### config.mk
export PLATFORM = sky130hd
export DESIGN_NAME = bcd_scan_counter
export DESIGN_NICKNAME = d
export VERILOG_FILES = /design/src/rtl/bcd_scan_counter.sv
export SDC_FILE = /design/constraint.sdc
export NUM_CORES = 1
export LEC_CHECK = 0
export ABC_AREA = 0
export CAP_MARGIN = 20
export CORE_UTILIZATION = 30
export CTS_BUF_LIST = sky130_fd_sc_hd__clkbuf_16
export CTS_CLUSTER_SIZE = 25
export DETAILED_ROUTE_END_ITERATION = 6
export GPL_TIMING_DRIVEN = 0
export PLACE_DENSITY_LB_ADDON = 0.1
export REMOVE_ABC_BUFFERS = 1
export SETUP_SLACK_MARGIN = 0.02
export SLEW_MARGIN = 10
export SYNTH_ARGS = -nofsm -noshare
export SYNTH_HDL_FRONTEND = slang
export SYNTH_SLANG_ARGS = --single-unit
export TNS_END_PERCENT = 100
### constraint.sdc
create_clock -name i_clk -period 2.2 [get_ports i_clk]
set_input_delay 0.22 -clock i_clk [delete_from_list [all_inputs] [get_ports i_clk]]
set_output_delay 0.22 -clock i_clk [all_outputs]
set_load 0.05 [all_outputs]
### src/rtl/bcd_scan_counter.sv
// Multi-digit BCD up/down counter with a one-hot, time-multiplexed digit scanner
// that feeds a single downstream BCD-to-7-segment decoder.
module bcd_scan_counter #(
    parameter int unsigned NUM_DIGITS = 4,
    parameter int unsigned SCAN_DIV   = 4
) (
    input  logic                    i_clk,
    input  logic                    i_rst,
    input  logic                    i_en,
    input  logic                    i_up,
    input  logic                    i_load,
    input  logic [4*NUM_DIGITS-1:0] i_load_val,
    output logic [4*NUM_DIGITS-1:0] o_count,
    output logic [3:0]              o_bcd,
    output logic [NUM_DIGITS-1:0]   o_dig_sel,
    output logic                    o_carry,
    output logic                    o_load_err
);

    localparam int unsigned W  = 4 * NUM_DIGITS;
    localparam int unsigned IW = (NUM_DIGITS > 1) ? $clog2(NUM_DIGITS) : 1;
    localparam int unsigned PW = (SCAN_DIV > 1) ? $clog2(SCAN_DIV) : 1;
    localparam logic [PW-1:0] PRESC_MAX = PW'(SCAN_DIV - 1);
    localparam logic [IW-1:0] IDX_MAX   = IW'(NUM_DIGITS - 1);

    logic [W-1:0]  r_count;
    logic          r_carry;
    logic          r_load_err;
    logic [PW-1:0] r_presc;
    logic [IW-1:0] r_idx;

    logic [W-1:0]  w_step;
    logic          w_ripple;
    logic [3:0]    w_dig;
    logic          w_load_ok;
    logic [3:0]    w_bcd;
    logic [NUM_DIGITS-1:0] w_sel;

    // w_ripple is the carry/borrow running through the digits; if it survives
    // the last digit the whole counter wrapped.
    always_comb begin
        w_step   = r_count;
        w_ripple = 1'b1;
        w_dig    = 4'd0;
        for (int k = 0; k < NUM_DIGITS; k++) begin
            w_dig = r_count[4*k +: 4];
            if (w_ripple) begin
                if (i_up) begin
                    if (w_dig == 4'd9) begin
                        w_step[4*k +: 4] = 4'd0;
                    end else begin
                        w_step[4*k +: 4] = w_dig + 4'd1;
                        w_ripple = 1'b0;
                    end
                end else begin
                    if (w_dig == 4'd0) begin
                        w_step[4*k +: 4] = 4'd9;
                    end else begin
                        w_step[4*k +: 4] = w_dig - 4'd1;
                        w_ripple = 1'b0;
                    end
                end
            end
        end
    end

    always_comb begin
        w_load_ok = 1'b1;
        for (int k = 0; k < NUM_DIGITS; k++) begin
            if (i_load_val[4*k +: 4] > 4'd9) begin
                w_load_ok = 1'b0;
            end
        end
    end

    // Digit mux and select decode come only from registers, so they are glitch-free.
    always_comb begin
        w_bcd = 4'd0;
        w_sel = '0;
        for (int k = 0; k < NUM_DIGITS; k++) begin
            if (r_idx == IW'(k)) begin
                w_bcd    = r_count[4*k +: 4];
                w_sel[k] = 1'b1;
            end
        end
    end

    always_ff @(posedge i_clk) begin
        if (i_rst) begin
            r_count    <= '0;
            r_carry    <= 1'b0;
            r_load_err <= 1'b0;
            r_presc    <= '0;
            r_idx      <= '0;
        end else begin
            r_carry    <= 1'b0;
            r_load_err <= 1'b0;
            if (i_load) begin
                if (w_load_ok) begin
                    r_count <= i_load_val;
                end else begin
                    r_load_err <= 1'b1;
                end
            end else if (i_en) begin
                r_count <= w_step;
                r_carry <= w_ripple;
            end

            if (r_presc == PRESC_MAX) begin
                r_presc <= '0;
                r_idx   <= (r_idx == IDX_MAX) ? '0 : r_idx + 1'b1;
            end else begin
                r_presc <= r_presc + 1'b1;
            end
        end
    end

    assign o_count    = r_count;
    assign o_bcd      = w_bcd;
    assign o_dig_sel  = w_sel;
    assign o_carry    = r_carry;
    assign o_load_err = r_load_err;

endmodule

==> results.toml, run 1 <==
[final_layout]
n_fill_cell = 663
final_common_cell = "sky130_fd_sc_hd__clkdlybuf4s50_1"
n_antenna_cell = 0
final_cell_mix = "sky130_fd_sc_hd__clkdlybuf4s50_1 (38), sky130_fd_sc_hd__dfxtp_1 (22), sky130_fd_sc_hd__nand2_1 (20), sky130_fd_sc_hd__o21ai_0 (20), sky130_fd_sc_hd__a21oi_1 (18)"
finalNetCount = 300
layout-drive-gt1-share = 0.0993
final_area_um2 = 2410
area_growth_syn_to_layout_pct = 29.6

[run]
drv_cap = 0

[power]
power.density_nw_per_um2 = 542
p_leak_nw = 0.837
total_power_consumption_of_the_routed_design_mw = 1.30
vdd.ir_drop.worst_mv = 0.253

[worst_setup_path]
critPathLaunchType = "flop"
cp_cell_sequence = "clkdlybuf4s50_1"
worstSetupPathType = "flop to output port"
startpoint = "o_count[0]"
max_stage_delay_ns = 0.91
cell_family_with_the_largest_share_of_critical_path_delay = "buffers and inverters"
timing.critical_path.arrival_ns = 1.84
regToRegSetupSlack_ns = 0.15
cpMaxStageDelayCell = "sky130_fd_sc_hd__clkdlybuf4s50_1"
worst_r2r_path_depth = 5
worstReg2RegStart = "o_count[0]"
cp-end-kind = "output port"
reg2reg_to = "o_count[12]"
crit_fanout = 16
worstSetupPathDepth = 1
number_of_buffer_and_inverter_instances_along_the_worst_setup_path = 1
req_time_crit_path_ns = 1.98
setup.worst_path.end = "o_count[0]"

[clock_network]
cts.hold.buffers_added = 0
cts-htree-levels = 1
numClockSinks = 22
postcts_setup_bufs = 0
cell_at_the_root_of_the_clock_tree = "sky130_fd_sc_hd__clkbuf_16"
cts_buffers = 3
clock_latency_ns = 0.25
clock_tree.buffer_depth = 2
cts_tree = "yes"
clk_pin_slew_ns = 0.06

[timing]
worst_slew_margin_rel = 0.473
timing.final.setup_violations = 0
crit_path_time_final_ns = 2.06
period_utilization = 0.936
timing.clock.skew_ns = 0.00265
fin_hold_ws_ns = 0.420
final_max_slew_violation_count = 0
grt_setup_unrepaired = "yes"
fmax_ghz = 0.486
worst_pin_slew_ns = 0.787
finalHoldViolCount = 0

[die]
ios = 47
fp.dieW_um = 80.7
fp.dieArea_um2 = 6510
die_h_um = 80.7
floorplan.initialDensity = 0.312
coreArea_um2 = 5960
num_rows = 28

[logic_synthesis]
synth_flop_cell = "sky130_fd_sc_hd__dfxtp_1"
netlist-cell-type-count = 57
synthesis.yosys.warnings = 0
synth.largest_area_cell = "sky130_fd_sc_hd__dfxtp_1"
syn-cell-area_um2 = 1860
netlist.area_leader.share = 0.237
synth_sequential_area_ratio = 0.237
ys_seq_elements = 22
syn_inst = 247
synthArstFlopShare = 0
synth-edff-count = 0
leading_cell_types_by_total_area_after_synthesis = "sky130_fd_sc_hd__dfxtp_1 (24%), sky130_fd_sc_hd__o21ai_0 (5.4%), sky130_fd_sc_hd__a21oi_1 (4.9%), sky130_fd_sc_hd__nand2_1 (4.0%), sky130_fd_sc_hd__ha_1 (3.4%)"
post_synth.cell_area_avg_um2 = 7.52

[grt]
grt_max_degree = 23
grt_util_all_layers = 0.171
grt_pass1_vias = 1690
wire_length_of_the_first_global_routing_pass_um = 8580
antenna_found_initial = 0
grt.overflow.total = 0

[place]
post_dp_cell_area_um2 = 2330
port_buffers = 46
place_hpwl_um = 3820
globalplace.congestion = 0.731

[detailed_routing]
average_wire_per_standard_cell_um = 15.8
postRouteWirelength_um = 5490
vias_per_cell = 5.55
drt_pass1_iterations = 4
drt_drc_violations_left = 0
via_count = 1927
route.antenna.remaining_nets = 0
drt-initial-drc-count = 85

[min_path]
timing.hold.worst.class = "flop to flop"
hold_start = "r_presc[0]"

[run_status]
run_status = "complete, no violations"
==> area by class of cell <==
cell class / count / area, um2 / share of cell area
inverters: 11 / 41.3 / 0.0172
clock buffers: 3 / 75.1 / 0.0312
repair buffers: 47 / 479 / 0.199
multi-input cells: 189 / 1280 / 0.531
flip-flops and latches: 22 / 440 / 0.183
well taps: 75 / 93.8 / 0.0390
==> synthesized netlist by cell type, types with 4 or more instances <==
cell type	count
sky130_fd_sc_hd__a211oi_1	6
sky130_fd_sc_hd__a21oi_1	18
sky130_fd_sc_hd__a311oi_1	5
sky130_fd_sc_hd__and3_1	5
sky130_fd_sc_hd__buf_2	8
sky130_fd_sc_hd__clkbuf_1	14
sky130_fd_sc_hd__dfxtp_1	22
sky130_fd_sc_hd__ha_1	5
sky130_fd_sc_hd__inv_1	11
sky130_fd_sc_hd__nand2_1	20
sky130_fd_sc_hd__nand2b_1	4
sky130_fd_sc_hd__nand3_1	4
sky130_fd_sc_hd__nand3b_1	6
sky130_fd_sc_hd__nor2_1	14
sky130_fd_sc_hd__nor2b_1	5
sky130_fd_sc_hd__nor3_1	9
sky130_fd_sc_hd__o2111ai_1	5
sky130_fd_sc_hd__o21ai_0	20
sky130_fd_sc_hd__o31ai_1	4
sky130_fd_sc_hd__xnor2_1	4
==> registers in the layout, indices dropped and copies added (netlist names) <==
register	count
o_count	16
r_presc	2
r_idx	2
o_carry	1
o_load_err	1
==> through the flow <==
step                utilization  TNS (ns)  setup slack (ns)  cells
finish                    0.404         0             0.141    347
global route              0.404         0            0.0163    347
CTS                       0.401         0            0.0204    347
detailed placement        0.391    -10.18            -0.723    344
global placement          0.386    -11.32            -0.803    343
floorplan                     -     -1.67            -0.423    222
==> cells by family after synthesis <==
group / count (synthesis) / share of synthesized area
xor gates and xnor gates: 6 / 0.0283
adders and majority gates: 5 / 0.0337
DFF: 22 / 0.237
buffers and inverters: 36 / 0.0822
muxes: 4 / 0.0222
AOI/OAI and AO/OA: 90 / 0.354
and+or+nand+nor: 84 / 0.243
==> power by group <==
part	switching (mW)	internal, mW	total [mW]
clock	0.146	0.240	0.386
combinational	0.255	0.179	0.433
sequential	0.0599	0.424	0.484
==> layer usage <==
layer | global-route usage | vias up | part of all wire
li1 | - | 974 | -
met1 | 0.231 | 916 | 0.48
met2 | 0.285 | 35 | 0.47
met3 | 0.0318 | 2 | 0.044
met4 | 0.0232 | 0 | 0.0038
met5 | 0 | - | 0
==> what timing repair did <==
action,CTS,global route
setup endpoints to repair,21,14
pin swaps,0,0
endpoints found under the hold margin,0,0
resized for setup,27,14
==> worst min-delay path by stage <==
stage | end | slack, ns | depth (start not counted)
6_report | r_presc[0] | 0.42 | 1
5_1_grt | r_presc[0] | 0.44 | 1
4_1_cts | r_presc[0] | 0.43 | 1
3_5_place_dp | r_presc[0] | 0.42 | 1
3_3_place_gp | r_presc[0] | 0.42 | 1
2_1_floorplan | o_count[12] | 0.29 | 1
Power figures use the tool's default switching activity.
==> run 2: changes to the inputs <==
Settings changed: GPL_TIMING_DRIVEN 0 to 1.
Clock period 2.2 ns to 1.8 ns, I/O delays scaled along.
==> run 2 against run 1 <==
Compared with the run above:
- register-to-register slack better by 0.02 ns
- worst hold slack improved by 0.0041 ns
- wire length increased by 8.7%
- critical endpoint is now o_bcd[0]
- highest routed layer unchanged
==> results.toml, run 2 (synthesis gave the netlist of run 1 again) <==
[grt]
grt_max_degree = 21
met2_track_usage_gr = 0.315
wire_length_of_the_first_global_routing_pass_um = 9400
grtUsageMet3 = 0.0364
grt.overflow.total = 0
grt_pass1_vias = 1971
grt_util_met1 = 0.243
antenna_found_initial = 0
grt-busiest-layer = "met2"
grt_util_all_layers = 0.188

[clock_network]
clock_latency_ns = 0.26
cts_buffers = 3
clk_pin_slew_ns = 0.06
cts-htree-levels = 1
numClockSinks = 22
cell_at_the_root_of_the_clock_tree = "sky130_fd_sc_hd__clkbuf_16"
clock_tree.buffer_depth = 2
cts_tree = "yes"

[final_layout]
finalNetCount = 345
utilization = 0.481
area_growth_syn_to_layout_pct = 54.4
final_cell_mix = "sky130_fd_sc_hd__buf_4 (59), sky130_fd_sc_hd__clkdlybuf4s50_1 (21), sky130_fd_sc_hd__dfxtp_1 (20)"
largest_reg_flops = 16
finalNonFillerCells = 393
n_antenna_cell = 0
final_area_um2 = 2870
layout-drive-gt1-share = 0.330
final_common_cell = "sky130_fd_sc_hd__buf_4"

[timing]
worst_slew_margin_rel = 0.661
period_utilization = 0.983
grt_setup_unrepaired = "yes"
totalNegativeSetupSlack_ns = 0
fin_hold_ws_ns = 0.424
finalHoldViolCount = 0
crit_path_time_final_ns = 1.77
fin_ws_ns = 0.0314
timing.final.setup_violations = 0
worst_pin_slew_ns = 0.506
final_max_slew_violation_count = 0
fmax_ghz = 0.565
timing.clock.skew_ns = 0.00242

[power]
total_power_consumption_of_the_routed_design_mw = 1.76
p_leak_nw = 1.11
power.density_nw_per_um2 = 613
vdd.ir_drop.worst_mv = 0.353

[worst_setup_path]
critPathLaunchType = "flop"
req_time_crit_path_ns = 1.62
max_stage_delay_ns = 0.37
worstSetupPathType = "flop to output port"
cp-end-kind = "output port"
cp_cell_sequence = "inv_4 > ha_4 > nand3b_1 > a21oi_2 > a21oi_1 > o21ai_1 > buf_4 > buf_12"
worst_r2r_path_depth = 6
crit_fanout = 6
timing.critical_path.arrival_ns = 1.59
reg2reg_to = "o_count[10]"
worstReg2RegStart = "o_count[0]"
cpMaxStageDelayCell = "sky130_fd_sc_hd__dfxtp_4"
regToRegSetupSlack_ns = 0.17

[place]
place_hpwl_um = 4390
detailedPlace.worstSlack_ns = -0.255
post-place-cells = 385
post_dp_cell_area_um2 = 2660
port_buffers = 46
globalplace.congestion = 0.810

[die]
fp.dieW_um = 80.7
ios = 47
floorplan.initialDensity = 0.312
coreArea_um2 = 5960
fp.dieArea_um2 = 6510
num_rows = 28
die_h_um = 80.7

[min_path]
hold_start = "r_presc[0]"
worst_hold_path.endpoint = "r_presc[0]"
timing.hold.worst.class = "flop to flop"
min_delay_path_depth = 1

[detailed_routing]
drt-initial-drc-count = 78
via_count = 2112
drt_pass1_iterations = 4
average_wire_per_standard_cell_um = 15.2
postRouteWirelength_um = 5970
drt_drc_violations_left = 0
route.antenna.remaining_nets = 0
vias_per_cell = 5.37

[run]
drv_cap = 0

[run_status]
run_status = "complete, no violations"
==> run 2: layout make-up <==
class                           count  area (um2)
Inverter                           11        43.8
Timing Repair Buffer               92         856
Tap cell                           75        93.8
Clock buffer                        3        75.1
Fill cell                         603        3090
Clock inverter                      1        3.75
Sequential cell                    22         448
Multi-Input combinational cell    189        1350
==> run 2: critical path, delay by kind of cell, from the launching register on <==
kind                     cells  cell delay (ns)
flip-flops                   1             0.37
AND/OR/NAND/NOR              1             0.17
adder cells (fa/ha/maj)      1             0.17
AO/OA/AOI/OAI                3             0.31
buffers and inverters        3             0.30
==> run 2: worst max-delay path by stage <==
stage                       end  depth (start not counted)  slack [ns]  startpoint
detailed placement  o_count[13]                          7       -0.26        i_up
finish                 o_bcd[0]                          8        0.03    r_idx[1]
CTS                    o_bcd[2]                          8        0.01    r_idx[1]
floorplan              o_bcd[0]                          6       -0.78    r_idx[1]
global placement    o_count[11]                          8       -0.23        i_up
global route           o_bcd[2]                          8       -0.04    r_idx[1]
==> run 2: layer usage <==
| layer | routed length (um) | part of all wire |
|---|---|---|
| met2 | 2790 | 0.47 |
| met4 | 40 | 0.0067 |
| met5 | 0 | 0 |
| met3 | 306 | 0.051 |
| met1 | 2840 | 0.48 |
==> run 2: power by group <==
group,switching [mW],internal (mW)
Combinational,0.390,0.321
Sequential,0.0296,0.516
Clock,0.202,0.298
==> run 2: timing repair <==
item / in CTS / in global routing
hold buffers: 0 / 0
resized for setup: 15 / 22
setup endpoints to repair: 8 / 19
buffers inserted: 1 / 3
pin swaps: 3 / 10
